`config.mk`:
```
export PLATFORM = sky130hd
export DESIGN_NAME = instr_mem_sync
export DESIGN_NICKNAME = d
export VERILOG_FILES = /design/src/rtl/instr_mem_sync.sv
export SDC_FILE = /design/constraint.sdc
export NUM_CORES = 2
export LEC_CHECK = 0
export CAP_MARGIN = 20
export CORE_MARGIN = 3
export CORE_UTILIZATION = 41
export DETAILED_ROUTE_END_ITERATION = 8
export GPL_TIMING_DRIVEN = 1
export SLEW_MARGIN = 20
export SYNTH_ARGS = -nofsm -noshare
export SYNTH_HDL_FRONTEND = slang
export SYNTH_SLANG_ARGS = --single-unit
export TNS_END_PERCENT = 100
```
`constraint.sdc`:
```
create_clock -name clk -period 5.4 [get_ports clk]
set_input_delay 0.81 -clock clk [delete_from_list [all_inputs] [get_ports clk]]
set_output_delay 0.81 -clock clk [all_outputs]
set_load 0.01 [all_outputs]
```
`src/rtl/instr_mem_sync.sv`:
```
// instr_mem_sync: writable instruction memory with registered fetch.
// After reset the array is cleared to NOP_WORD, one word per cycle (CLEAR),
// then fetches and program writes are served (IDLE). Misaligned or
// out-of-range fetches return NOP_WORD with fault set; such program writes
// are dropped and flagged on prog_err.
// Optional build macro IMEM_PARITY_EN: per-word even parity plus a
// parity_err output.
module instr_mem_sync #(
    parameter int ADDR_W = 32,
    parameter int DATA_W = 32,
    parameter int DEPTH  = 64,
    parameter logic [DATA_W-1:0] NOP_WORD = 32'h00000013
) (
    input  logic              clk,
    input  logic              reset,
    input  logic              enable,
    input  logic [ADDR_W-1:0] address,
    output logic [DATA_W-1:0] out,
    output logic              out_valid,
    output logic              fault,
`ifdef IMEM_PARITY_EN
    output logic              parity_err,
`endif
    input  logic              prog_we,
    input  logic [ADDR_W-1:0] prog_addr,
    input  logic [DATA_W-1:0] prog_data,
    output logic              prog_err,
    output logic              busy
);

    localparam int IDX_W = $clog2(DEPTH);
    localparam logic [IDX_W-1:0] LAST = IDX_W'(DEPTH - 1);

    typedef enum logic {CLEAR, IDLE} state_t;

    state_t            state, state_nxt;
    logic [IDX_W-1:0]  clr_ptr;
    logic [DATA_W-1:0] mem [DEPTH];

    // Aligned word address whose index lies inside the array with no
    // stray upper bits.
    function automatic logic addr_ok(input logic [ADDR_W-1:0] a);
        return (a[1:0] == 2'b00) && ((a >> (IDX_W + 2)) == '0);
    endfunction

    logic             fetch_ok, prog_ok, fetch_acc, prog_acc;
    logic [IDX_W-1:0] fetch_idx, prog_idx;
    logic [DATA_W-1:0] rd_data;

    assign fetch_ok  = addr_ok(address);
    assign prog_ok   = addr_ok(prog_addr);
    assign fetch_idx = address[IDX_W+1:2];
    assign prog_idx  = prog_addr[IDX_W+1:2];
    assign fetch_acc = enable && (state == IDLE);
    assign prog_acc  = prog_we && (state == IDLE);
    assign rd_data   = mem[fetch_idx];

`ifdef IMEM_PARITY_EN
    logic mem_par [DEPTH];
    logic par_bad;

    // Stored bit makes the word plus parity even; a mismatch means corruption.
    assign par_bad = (^rd_data) != mem_par[fetch_idx];
`endif

    // State register.
    always_ff @(posedge clk) begin
        if (reset) state <= CLEAR;
        else       state <= state_nxt;
    end

    // Next state: leave CLEAR once the last word has been written.
    always_comb begin
        state_nxt = state;
        if (state == CLEAR && clr_ptr == LAST) state_nxt = IDLE;
    end

    // Outputs decoded from state.
    always_comb begin
        busy = (state == CLEAR);
    end

    // Clear pointer: walks 0..DEPTH-1 and parks at the last index.
    always_ff @(posedge clk) begin
        if (reset)
            clr_ptr <= '0;
        else if (state == CLEAR && clr_ptr != LAST)
            clr_ptr <= clr_ptr + IDX_W'(1);
    end

    // Array write port: clear sweep has priority, then accepted program writes.
    always_ff @(posedge clk) begin
        if (!reset) begin
            if (state == CLEAR) begin
                mem[clr_ptr] <= NOP_WORD;
`ifdef IMEM_PARITY_EN
                mem_par[clr_ptr] <= ^NOP_WORD;
`endif
            end else if (prog_acc && prog_ok) begin
                mem[prog_idx] <= prog_data;
`ifdef IMEM_PARITY_EN
                mem_par[prog_idx] <= ^prog_data;
`endif
            end
        end
    end

    // Registered fetch; reads see pre-write contents of the same cycle.
    always_ff @(posedge clk) begin
        if (reset) begin
            out       <= NOP_WORD;
            out_valid <= 1'b0;
            fault     <= 1'b0;
`ifdef IMEM_PARITY_EN
            parity_err <= 1'b0;
`endif
        end else if (fetch_acc) begin
            out_valid <= 1'b1;
`ifdef IMEM_PARITY_EN
            parity_err <= 1'b0;
`endif
            if (!fetch_ok) begin
                out   <= NOP_WORD;
                fault <= 1'b1;
`ifdef IMEM_PARITY_EN
            end else if (par_bad) begin
                out        <= NOP_WORD;
                fault      <= 1'b1;
                parity_err <= 1'b1;
`endif
            end else begin
                out   <= rd_data;
                fault <= 1'b0;
            end
        end else begin
            out_valid <= 1'b0;
            fault     <= 1'b0;
`ifdef IMEM_PARITY_EN
            parity_err <= 1'b0;
`endif
        end
    end

    // Rejected program write pulse; only meaningful once the clear is done.
    always_ff @(posedge clk) begin
        if (reset) prog_err <= 1'b0;
        else       prog_err <= prog_acc && !prog_ok;
    end

endmodule

```
# After elaboration in Yosys (flattened, before gate mapping)
# Memories as Yosys holds them, arrays and structs flattened.
# Index checks and enable logic that the tools add are counted.
[totals]
register_bits = 42
ramBits = 2048
in_bits = 100
output_inout_bits = 36
elab_cells = 40
memories = 1
[mem_list]
columns = ["name", "depth", "word_bits", "rd", "rd_clocked_by_memory_dff", "write_ports", "line_no", "source"]
rows = [
  ["mem", 64, 32, 1, 0, 1, "38", "logic [DATA_W-1:0] mem [DEPTH];"],
]
[classes]
n_addsub = 1
n_eq_ne = 2
mux = 13
bitwise = 2
reduce_logical = 15
[ops]
columns = ["cell", "n"]
rows = [
  ["$logic_not A32 Y1", 2],
  ["$mux W32", 2],
  ["$reduce_or A32 Y1", 1],
  ["$mux W1", 10],
  ["$logic_and A1 B1 Y1", 8],
  ["$add A6 B1 Y6 const B", 1],
  ["$eq A6 B6 Y1 const B", 1],
  ["$mux W6", 1],
  ["$ne A6 B6 Y1 const B", 1],
  ["$logic_not A2 Y1", 2],
  ["$not A1 Y1", 2],
  ["$reduce_or A2 Y1", 1],
  ["$logic_not A1 Y1", 1],
]

# Longest topological paths before layout
[logic_depth]
word_depth = 9
mapped_depth = 10
mapped_depth_nobuf = 6

# Worst setup path before layout
# Ideal clock, no wire load.
[synth_timing]
path_type = "input to register"
startpoint = "in prog_addr[13]"
endpoint = "mem mem[40][0], enable pin"
setup_ns = 0.432
arrival_time_ns = 3.822
required_time_ns = 4.968
path_slack_ns = 1.146
cell_stages = 6
path_buffers = 1
path_cell_list = "nor4_1 nand4_2 or3_1 buf_4 o21a_1 a21oi_1"
[synth_between]
elab_chain_len = 9
word_cells_on_any_way = 10
classes_between = "6 x mux; 4 x reduce/logical"
[synth_rtl]
columns = ["item", "line_no", "source"]
rows = [
  ["start, declared", "25", "input logic [ADDR_W-1:0] prog_addr,"],
  ["$logic_not A32 Y1 *", "43", "return (a[1:0] == 2'b00) && ((a >> (IDX_W + 2)) == '0);"],
  ["$logic_and A1 B1 Y1 *", "43", ""],
  ["$logic_and A1 B1 Y1 *", "99", "end else if (prog_acc && prog_ok) begin"],
  ["$mux W1 *", "99", ""],
  ["$mux W1 *", "94", "if (state == CLEAR) begin"],
  ["$mux W1 *", "93", "if (!reset) begin"],
  ["$mux W1 (implied by the code) *", "100", "mem[prog_idx] <= prog_data;"],
  ["$reduce_or A32 Y1 (no source line)", "n/a", ""],
  ["$mux W6 (no source line) / $mux W1 (equally long branches)", "n/a", ""],
  ["end, declared", "38", ""],
]
# Every way passes the cells marked *; elsewhere a longest branch is shown, timed or not.

# Final worst setup path
[layout_timing]
startpoint = "in prog_addr[8]"
endpoint = "mem mem[42][20], enable pin"
# Same word-level chain as after synthesis.

==> impl_metrics.ini <==
[synthesis]
synth_top_area_frac = 0.7620
avgSynthCellArea_um2 = 21.52
ys_top_cells_by_count = edfxtp_1, mux4_2, nand2_1, nor2_1, mux2_2
synth_top_area_cell = edfxtp_1
synth_nets = 3851
netlist_instances = 3750
synthTopCellsByArea = edfxtp_1, mux4_2, mux2_2
netlist-cell-type-count = 67
synth_seq_cells = 2090
async_flop_share = 0
yosysSeqAreaShare = 0.7724
ys.flop_type = edfxtp_1
yosys_warnings = 0
synth-edff-count = 2048
synth.cell_area_um2 = 80700
synth.most_common_cell = edfxtp_1

[critical_path]
cp-end-kind = register
cp_data_required_time_ns = 5.96
crit_chain = clkdlybuf4s50_1, nor4_1, nand4_2, nor3_4, buf_4, mux2i_1, nor2_4, buf_12
arrival_ns = 4.27
critPathLaunchType = input pin
cp.buffers_inverters = 3
cp_max_fo = 14
cp_top_family = simple AND/OR/NAND/NOR gates
slowest_delay_ns = 0.84
critical_path_class = in -> reg
worst_path_max_delay_cell = mux2i_1

[clocking]
cts_root_buf = clkbuf_16
ctsResizeCount = 0
cts_setup_buffers = 0
cts-htree-levels = 4
numCtsBuffers = 203
clock_sinks = 2090
insertion_delay_ns = 0.82
ctsHoldBuffers = 0
cts_tree = yes
clk_pin_slew_worst_paths_ns = 0.06
cts_buffer_depth = 3

[placed_design]
port_buffers = 135
place_area_um2 = 87130
place_congestion = 0.9201
dpl.hpwl_um = 128500

[global_routing]
grt_overflow_total = 0
grt_start_max_net_pins = 79
grt_pass1_wl_um = 301200
track_usage = 0.2064
antenna_found_initial = 9
grt_pass1_vias = 39897

[floorplan]
start_util = 0.4130
ios = 136
die_w_um = 449.7
die_area_um2 = 202200
core_um2 = 195400
fp.dieH_um = 449.7
num_rows = 162

[hold_path]
hp-class = reg -> reg

[route]
wl_per_cell_um = 30.50
vias_per_cell = 5.775
ant_nets = 0
drt_wl_total_um = 209700
drc = 0
drt_first_pass_iters = 5
drt_iter0_drc = 4618
vias = 39706

[sta]
period_share = 0.6878
tns_ns = 0
worst_slew_pin_slew_ns = 1.147
setup_violations = 0
fin_hold_ws_ns = 0.4585
finalClockSkew_ns = 0.02440
rsz0062_at_grt = no
maxSlewViolCount = 0
slew_headroom = 0.2269
period_needed_ns = 3.714
hold_viol = 0
max_freq_mhz = 269.3

[finish]
finalNetCount = 4187
final_layout_size_suffix_gt1_frac = 0.2769
design_area_um2 = 93580
final_util = 0.4789
fillerInstances = 16001
syn2layout_area_growth_pct = 15.95

[power_and_ir_drop]
power_density_nw_per_um2 = 347.3
total_power_mw = 32.50
ir_drop_uv = 320.7
p_leak_nw = 28.71

[run_status]
status = complete, no violations

[flow_run]
maxCapViolCount = 0
## cell usage in the layout, fill, tap and decap left out, drive strengths merged, types with 5 or more instances in the layout
master         count
clkinv            82
o211ai             7
a22o               6
nand2b            17
and2              32
o21ai             42
nand2            133
inv                8
nor3b             11
nand4             26
a22oi             58
nor4              37
a21oi             22
nand3             62
o2111ai            5
nor3              27
clkinvlp          10
o31ai              5
a221oi            40
clkbuf           253
mux4             471
mux2i             83
dfxtp             42
a2111oi            5
edfxtp          2048
bufinv            19
buf              209
o22ai             32
nor2b             29
nor2             132
mux2             107
a211oi            12
clkdlybuf4s50    130
## sequential cells by signal, indices dropped and copies added (netlist names)
register   cells
mem         2048
out           32
clr_ptr        6
fault          1
out_valid      1
prog_err       1
state          1
## path summary, 6_finish.rpt
| path | from | endpoint | depth (start not counted) | slack [ns] |
|---|---|---|---|---|
| max | prog_addr[8] | mem[42][20] | 8 | 1.69 |
| min | out[13] | out[13] | 2 | 0.46 |
| max reg2reg | state | mem[42][20] | 7 | 1.70 |
| min reg2reg | out[13] | out[13] | 2 | 0.46 |
## final cells by class
cell class	instances	area, µm²	share of cell area
Timing Repair Buffer	339	3785	0.04045
Inverter	3	11.26	0.0001203
Clock inverter	116	1089	0.01163
Clock buffer	253	5351	0.05719
Multi-Input combinational cell	1449	17720	0.1893
Tap cell	2624	3283	0.03508
Sequential cell	2090	62340	0.6662
Antenna cell	2	5.005	0.00005348
## worst register-to-register path, cell delays in order (launching register included)
cell and delay [ns]:
dfxtp_1 0.65, nor2b_1 0.23, nand2_1 0.37, nor3_4 0.50, buf_4 0.26, mux2i_1 0.84
nor2_4 0.32, buf_12 0.26
## kinds of logic after synthesis
kind of cell,count (synthesis),synth area share
flops,2090,0.7724
mux,661,0.1572
simple gates,531,0.03250
compound gates,251,0.02189
buf+inv,211,0.01526
xor+xnor,5,0.0005427
fa+ha+maj,1,0.0001550
## where the power goes
part           switching [mW]  internal, mW
combinational           0.621         0.433
clock                    5.94          7.91
sequential             0.0157          17.6
## through the flow
step / setup WS (ns) / std cells
5_1_grt: 1.583 / 6876
3_5_place_dp: 0.8523 / 6505
4_1_cts: 1.686 / 6874
3_3_place_gp: 0.7264 / 6503
2_1_floorplan: 1.146 / 3750
6_report: 1.686 / 6876
## per-layer routing
layer	track usage	part of all wire	up-vias
met4	0.05611	0.024	2
met5	0	0.000062	-
li1	-	-	16438
met1	0.2871	0.41	21485
met3	0.02990	0.060	278
met2	0.3424	0.50	1503
No activity file was read; power rests on OpenSTA's default activity.
